==> config.mk <==
export PLATFORM = sky130hd
export DESIGN_NAME = multiplicador
export DESIGN_NICKNAME = d
export VERILOG_FILES = /design/src/rtl/multiplicador.sv
export SDC_FILE = /design/constraint.sdc
export NUM_CORES = 1
export LEC_CHECK = 0
export BUFFER_PORTS_ARGS = -buffer_cell sky130_fd_sc_hd__clkbuf_2
export CAP_MARGIN = 10
export CORE_ASPECT_RATIO = 1.4
export CORE_UTILIZATION = 35
export CTS_CLUSTER_SIZE = 24
export DETAILED_ROUTE_END_ITERATION = 6
export PLACE_DENSITY = 0.58
export SYNTH_ARGS = -nofsm -noshare
export SYNTH_HDL_FRONTEND = slang
export SYNTH_SLANG_ARGS = --single-unit
==> constraint.sdc <==
create_clock -name clk -period 7 [get_ports clk]
set_clock_uncertainty 0.15 [all_clocks]
set_input_delay 0.35 -clock clk [delete_from_list [all_inputs] [get_ports clk]]
set_output_delay 0.35 -clock clk [all_outputs]
set_load 0.01 [all_outputs]
==> src/rtl/multiplicador.sv <==
// multiplicador: sequential signed 32x32 multiplier, radix-2 Booth, one step
// per clock, fixed 32-step latency. Shares the divider's control handshake:
// a level-sampled start strobe in, a one-cycle done pulse out, and the
// product delivered into HI/LO.
//
// Ports:
//   clk      - clock, rising edge
//   reset    - asynchronous, active-high reset
//   MultCtrl - start strobe; must be seen low before it can start again
//   a, b     - signed multiplicand / multiplier, captured at start
//   multOut  - registered done pulse, one cycle per completed product
//   HI, LO   - registered product bits [63:32] / [31:0]
module multiplicador (
  input  logic        clk,
  input  logic        reset,
  input  logic        MultCtrl,
  input  logic [31:0] a,
  input  logic [31:0] b,
  output logic        multOut,
  output logic [31:0] HI,
  output logic [31:0] LO
);

  typedef enum logic [1:0] {IDLE, RUN, DONE} state_t;

  state_t      state;
  logic [32:0] m;       // sign-extended multiplicand
  logic [32:0] acc;     // 33 bits so acc - M cannot overflow for a = 0x80000000
  logic [31:0] q;       // multiplier, shifted out one bit per step
  logic        q_1;     // Booth look-behind bit
  logic [4:0]  count;
  logic        armed;   // start re-armed only after MultCtrl seen low

  logic [32:0] sum;
  logic [32:0] acc_next;
  logic [31:0] q_next;

  // Booth step: add/subtract M by the {Q[0], q_1} pair, then arithmetic
  // shift right of {acc, Q, q_1}.
  always_comb begin
    sum = acc;
    case ({q[0], q_1})
      2'b01:   sum = acc + m;
      2'b10:   sum = acc - m;
      default: sum = acc;
    endcase
    acc_next = {sum[32], sum[32:1]};
    q_next   = {sum[0], q[31:1]};
  end

  always_ff @(posedge clk or posedge reset) begin
    if (reset) begin
      state   <= IDLE;
      HI      <= '0;
      LO      <= '0;
      multOut <= 1'b0;
      count   <= '0;
      acc     <= '0;
      m       <= '0;
      q       <= '0;
      q_1     <= 1'b0;
      armed   <= 1'b1;
    end else begin
      case (state)
        IDLE: begin
          multOut <= 1'b0;
          if (MultCtrl && armed) begin
            m     <= {a[31], a};
            acc   <= '0;
            q     <= b;
            q_1   <= 1'b0;
            count <= '0;
            armed <= 1'b0;
            state <= RUN;
          end else if (!MultCtrl) begin
            armed <= 1'b1;
          end
        end
        RUN: begin
          acc   <= acc_next;
          q     <= q_next;
          q_1   <= q[0];
          count <= count + 5'd1;
          if (count == 5'd31) begin
            // Post-shift {acc[31:0], Q} is the full 64-bit product.
            HI      <= acc_next[31:0];
            LO      <= q_next;
            multOut <= 1'b1;
            state   <= DONE;
          end
        end
        DONE: begin
          multOut <= 1'b0;
          if (!MultCtrl) armed <= 1'b1;
          state <= IDLE;
        end
        default: begin
          multOut <= 1'b0;
          state   <= IDLE;
        end
      endcase
    end
  end

endmodule

[Yosys cells after proc, flatten, opt, wreduce, memory -nomap -nowiden]
Index checks and enable logic that the tools add are counted.
Word-level totals
  bits in registers: 171
  bits in latches: 0
  memory bits (writable): 0
  memory bits (read-only): 0
  input bits: 67
  logic and storage cells: 45
  memories kept: 0
Cells by class
  add/sub/neg operators: 3
  $mul: 0
  divide/modulo/power cells: 0
  $lt $le $gt $ge: 0
  eq/ne operators: 7
  shift operators: 0
  multiplexer cells: 17
  bitwise logic cells: 0
  reduce and logical (&&, ||, !) cells: 8
Operator list (number)
  case mux 33 bit (2 select lines): 2
  case mux 32 bit (2 select lines): 1
  adder 33 bit: 1
  2-to-1 mux 33 bit: 1
  subtractor 33 bit: 1
  2-to-1 mux 32 bit: 1
  case mux 5 bit (2 select lines): 1
  AND reduction 2 bit: 4
  adder 5 x 1 -> 5 bit, second input constant: 1
  equality test 5 bit, second input constant: 1
  2-to-1 mux 1 bit: 5
  2-to-1 mux 5 bit: 1
  equality test 2 x 1 -> 1 bit, second input constant: 2
  equality test 2 bit, second input constant: 2
  2-to-1 mux 2 bit: 2
  != test 2 bit, second input constant: 2
  case mux 1 bit (2 select lines): 2
  case mux 2 bit (2 select lines): 1
  nonzero test 2 bit: 2
  logical NOT 2 bit: 1
  logical AND 1 bit: 1

[Depth between registers and ports, before layout]
  word-level depth: 3
  depth in mapped cells: 17
  mapped depth without buffers: 17

[Least setup slack after synthesis]
Ideal clock, no wire load.
  path kind: register -> register
  start: reg m[2]
  end: reg acc[30]
  setup time: 0.069 ns
  arrival time: 4.053 ns
  data required time: 6.781 ns
  path slack: 2.728 ns
  cell stages (with the launch flop): 15
  path buffers: 0
  period minus slack after synthesis: 4.272 ns
  path through: dfrtp_1 or4_4 nor4b_4 a21oi_1 xnor2_1 ha_1 and2_1 and3_4 a221o_1 a311oi_4 nor3_2 o32ai_2 o21ai_2 or4b_1 nand3_1
Between the ends
  cells in the longest elaborated chain, start to end: 3
  elaborated cells on any way between the ends: 4
  those cells by class: add/sub (2); mux (2)
RTL lines
  start: declaration: RTL line 27  | logic [32:0] m;
  start signal: assignment: RTL line 68  | m <= {a[31], a};
  subtractor 33 bit or adder 33 bit (tied branches): RTL line 44, 43
  case mux 33 bit (2 select lines) *: RTL line 42  | case ({q[0], q_1})
  case mux 33 bit (2 select lines) *: RTL line 64  | case (state)
  end signal: assignment: RTL line 80  | acc <= acc_next;
  end: declaration: RTL line 28  | logic [32:0] acc;
Every way passes the cells marked *; elsewhere a longest branch is shown, timed or not.
A chain may end at the register's enable or synchronous reset.

[Worst setup path in the final report]
  start: reg m[2]
  end: reg HI[28]
Between the ends
  cells in the longest elaborated chain, start to end: 2
  elaborated cells on any way between the ends: 3
  those cells by class: add/sub (2); mux (1)
RTL lines
  subtractor 33 bit or adder 33 bit (tied branches): RTL line 44, 43
  case mux 33 bit (2 select lines) *: RTL line 42
  end signal: assignment: RTL line 86  | HI <= acc_next[31:0];
  end: declaration: RTL line 20  | output logic [31:0] HI,
Marked as above.

==> run summary <==
The flow ran to the end, and the final reports show no timing, DRC or antenna violations. The maximum achievable frequency came out at 210.5 MHz. The insertion delay of the later-clocked pin in the worst-skew pair is 0.44 ns.

The slew at the pin with the worst max-slew slack came out at 1.082 ns. Ranked by instance count, the synthesized netlist is headed by nand2_1 (302), dfrtp_1 (169), o21ai_0 (87), nor2_1 (84), a21oi_1 (56). The setup TNS is 0 ns. During I/O placement, the number of pins put on the boundary was 132.

The detailed router's first-iteration violation count came out at 367. Per report_power, the sequential group accounts for 27.9% of the total. Clock-pin slew was measured on the worst setup and hold paths at 0.07 ns. The number of antenna repair diodes came out at 0. The detail-routed via count per cell is 5.165. The number of CTS-inserted buffers came out at 17. By area the synthesized netlist is led by dfrtp_1 (46%), nand2_1 (12%), ha_1 (4.9%). The initial antenna violation count is 0. The net count of the finished layout is 1356.

The count of pins over their slew limit came out at 0. The mean post-synth cell area came out at 8.465 µm². Summing all flip-flop and latch instances after layout gives 4255 µm². The share of power burned in the clock network came out at 15.0%. The number of enable-type register cells in the synthesized netlist came out at 0. The number of detailed-routing iterations run before antenna repair is 5. The share of synthesized registers carrying an async set or reset is 100.0%.

The floorplan has 70 rows. The global routing stage identified its most utilized layer as met2. The count of clock tree sinks came out at 170. The effective utilization at floorplan came out at 35.50%. The remaining global-route overflow is 0. The HPWL after detailed placement is 16510 µm. The arrival time reported for the critical path endpoint is 4.88 ns. The floorplan step set the die width to 139.3 µm.

Global routing consumed, over all layers together, 19.29% of the routing resources. TritonCTS built the clock tree. The number of global-route vias before repair is 8302. The worst-path maximum fanout came out at 6.

The first-pass GRT wire length is 41570 µm. The count of fill cells added during filler insertion is 2547. The worst setup path is captured at a flip-flop. The congestion estimate from routability-driven global placement came to 0.9385.

The met1 track demand over resource came out at 21.13%. Measured against its own limit, the worst slew margin works out to 27.89%. The number of levels the H-tree was split into is 4.

The area share of the leading cell type in the synthesized netlist is 45.79%. The number of nets in the synthesized netlist is 1195. Synthesis produced a netlist whose cell count is 1091. The most frequent cell after synthesis is nand2_1.

The non-filler instance count after layout is 1589. The maximum number of pins on one net before global-route repair is 102. After synthesis, flip-flops and latches occupy 46.08% of the total area.

The worst-case clock buffer depth came out at 2. In this run the remaining antenna-violating nets after routing total 0. Global routing consumed, on the met3 layer, 4.618% of the routing resources. The die is 194.2 µm tall. The count of input and output buffers is 131. The routing usage on met2 came out at 35.42%. The detailed-route wire length per cell came out at 15.56 µm. The critical path data required time came out at 7.13 ns. The distinct cell type count after synthesis came out at 60.

The leakage power summed over all cells is 5.281 nW. The cell total after placement is 1492. The number of maximum-capacitance constraint violations is 0.

The total of warnings raised by yosys came out at 0. The wire length reported by the detailed router is 24730 µm. The power spent charging and discharging nets came out at 0.002967 W. Across all layers, the routed design uses 8207 vias. The number of hold-slack violations in the final timing report came out at 0. The root buffer cell chosen for the clock tree is clkbuf_16. Synthesis inferred 170 register bits.

In the final layout, the multi-input gates occupy 4711 µm². Setup repair after global routing left no endpoint under its margin. The total internal power came out at 0.003532 W. The fraction of power spent switching nets is 45.66%. The worst hold path belongs to the class in -> reg. After clock tree synthesis, the setup repair step added 0 buffers. The critical path is of the reg -> reg type. The post-route fraction of the period consumed by the critical path is 67.87%. After floorplanning, the core was sized to cover 26010 µm². The cell area after synthesis came out at 9235 µm².

The worst setup path is launched from a flip-flop. VDD sags by at most 233.7 µV. The combinational cell fraction of total power is 57.1%. The layout cell share with drive strength beyond 1 is 15.26%. The post-synthesis cell type with the largest combined area is dfrtp_1.

Summing internal, switching and leakage power gives 0.006499 W. The number of DRC violations after detailed routing came out at 0. The floorplan step defined a die boundary enclosing 27050 µm². The most instantiated flip-flop cell in the synthesis netlist is dfrtp_1. The total setup violations reported at the end of the flow is 0. Relative to the synthesized area, the layout overhead comes to 23.42%. The ratio of total power to cell area came out at 570.2 nW/µm². The routed design could run at a clock period as short as 4.751 ns.
==> area by class of cell <==
type | instances | share of cell area (%)
Clock buffer | 20 | 3.919
Inverter | 20 | 0.7025
Sequential cell | 170 | 37.33
Multi-Input combinational cell | 841 | 41.33
Timing Repair Buffer | 202 | 11.86
Clock inverter | 12 | 1.306
Tap cell | 324 | 3.557
==> logic make-up after synthesis <==
logic type	after synthesis	synth area share, %
multiplexers	13	1.463
flip-flops	170	46.08
XOR/XNOR	53	5.026
adder cells (fa/ha/maj)	37	5.094
buffers and inverters	80	3.252
AO/OA/AOI/OAI	248	16.45
AND/OR/NAND/NOR	490	22.64
==> final timing paths <==
check,startpoint,to,slack [ns],cells past startpoint
min in group asynchronous,reset,m[27],0.48,3
setup reg to reg,m[2],HI[28],2.25,15
setup / recovery,m[2],HI[28],2.25,15
hold reg to reg,LO[1],LO[1],0.32,2
max in group asynchronous,reset,acc[0],4.75,4
hold / removal,b[26],q[26],0.03,3
==> routing by layer <==
layer  vias up  share of wire (%)
met5         -                  0
met4         0                2.8
met3        46                3.6
met2       159                 52
met1      3952                 41
li1       4050                  -
==> sequential cells by signal (all words and copies together) (netlist names) <==
name,count
q_1,1
state,2
armed,1
multOut,1
m,32
LO,32
acc,32
count,5
q,32
HI,32
==> critical path, stage by stage, from the launching register on <==
cell and delay [ns]:
dfrtp_1 0.44, or4_4 0.59, nor3_1 0.27, and3_1 0.37
a21oi_1 0.13, xnor2_1 0.16, ha_1 0.37, and3_1 0.23
a31oi_1 0.15, o21ai_0 0.21, a311oi_4 0.40, nor2_1 0.17
a2111oi_2 0.46, nor4_1 0.11, nor3_1 0.27, o21ai_1 0.09
==> cells in the final DEF (no fill, tap or decap), drive strengths merged, types with 3 or more instances in the layout <==
master and count:
nor2b 3, ha 36, nand2 302, buf 6
o21bai 3, a21oi 56, inv 20, mux2i 9
xor2 8, and3 9, o21ai 90, dlygate4sd3 65
bufinv 3, or3 5, xnor2 45, nand2b 4
nor2 84, nor3b 3, a31oi 44, clkinv 8
nor3 19, clkbuf 151, nor4 5, mux2 4
and2 3, o31a 6, o21a 7, dfrtp 169
a221o 5, a21o 11, a211oi 5, o31ai 6
nand3 44
==> power groups by stage <==
stage	sequential, W	clock (W)	combinational (W)
after global placement	0.00182	0	0.00364
after global routing	0.00187	0.00104	0.00420
after CTS	0.00181	0.00100	0.00374
after floorplan	0.00178	0	0.00279
final	0.00181	0.000977	0.00371
after detailed placement	0.00182	0	0.00370
==> timing repair <==
| item | CTS | global route |
|---|---|---|
| endpoints found under the hold margin | 98 | 0 |
| gates resized for setup | 0 | 0 |
| endpoints found under the setup margin | 0 | 0 |
| hold buffers | 65 | 0 |
==> per-stage QoR <==
step	hold WS (ns)	area [µm²]	setup slack, ns	utilization, %
CTS	0.01006	11400	2.287	43.82
floorplan	0.2630	9235	1.898	-
finish	0.03414	11400	2.249	43.82
global placement	0.3102	10150	2.385	39.03
detailed placement	0.3111	10150	2.297	39.03
global route	0.02975	11400	1.975	43.82
Power figures use the tool's default switching activity.
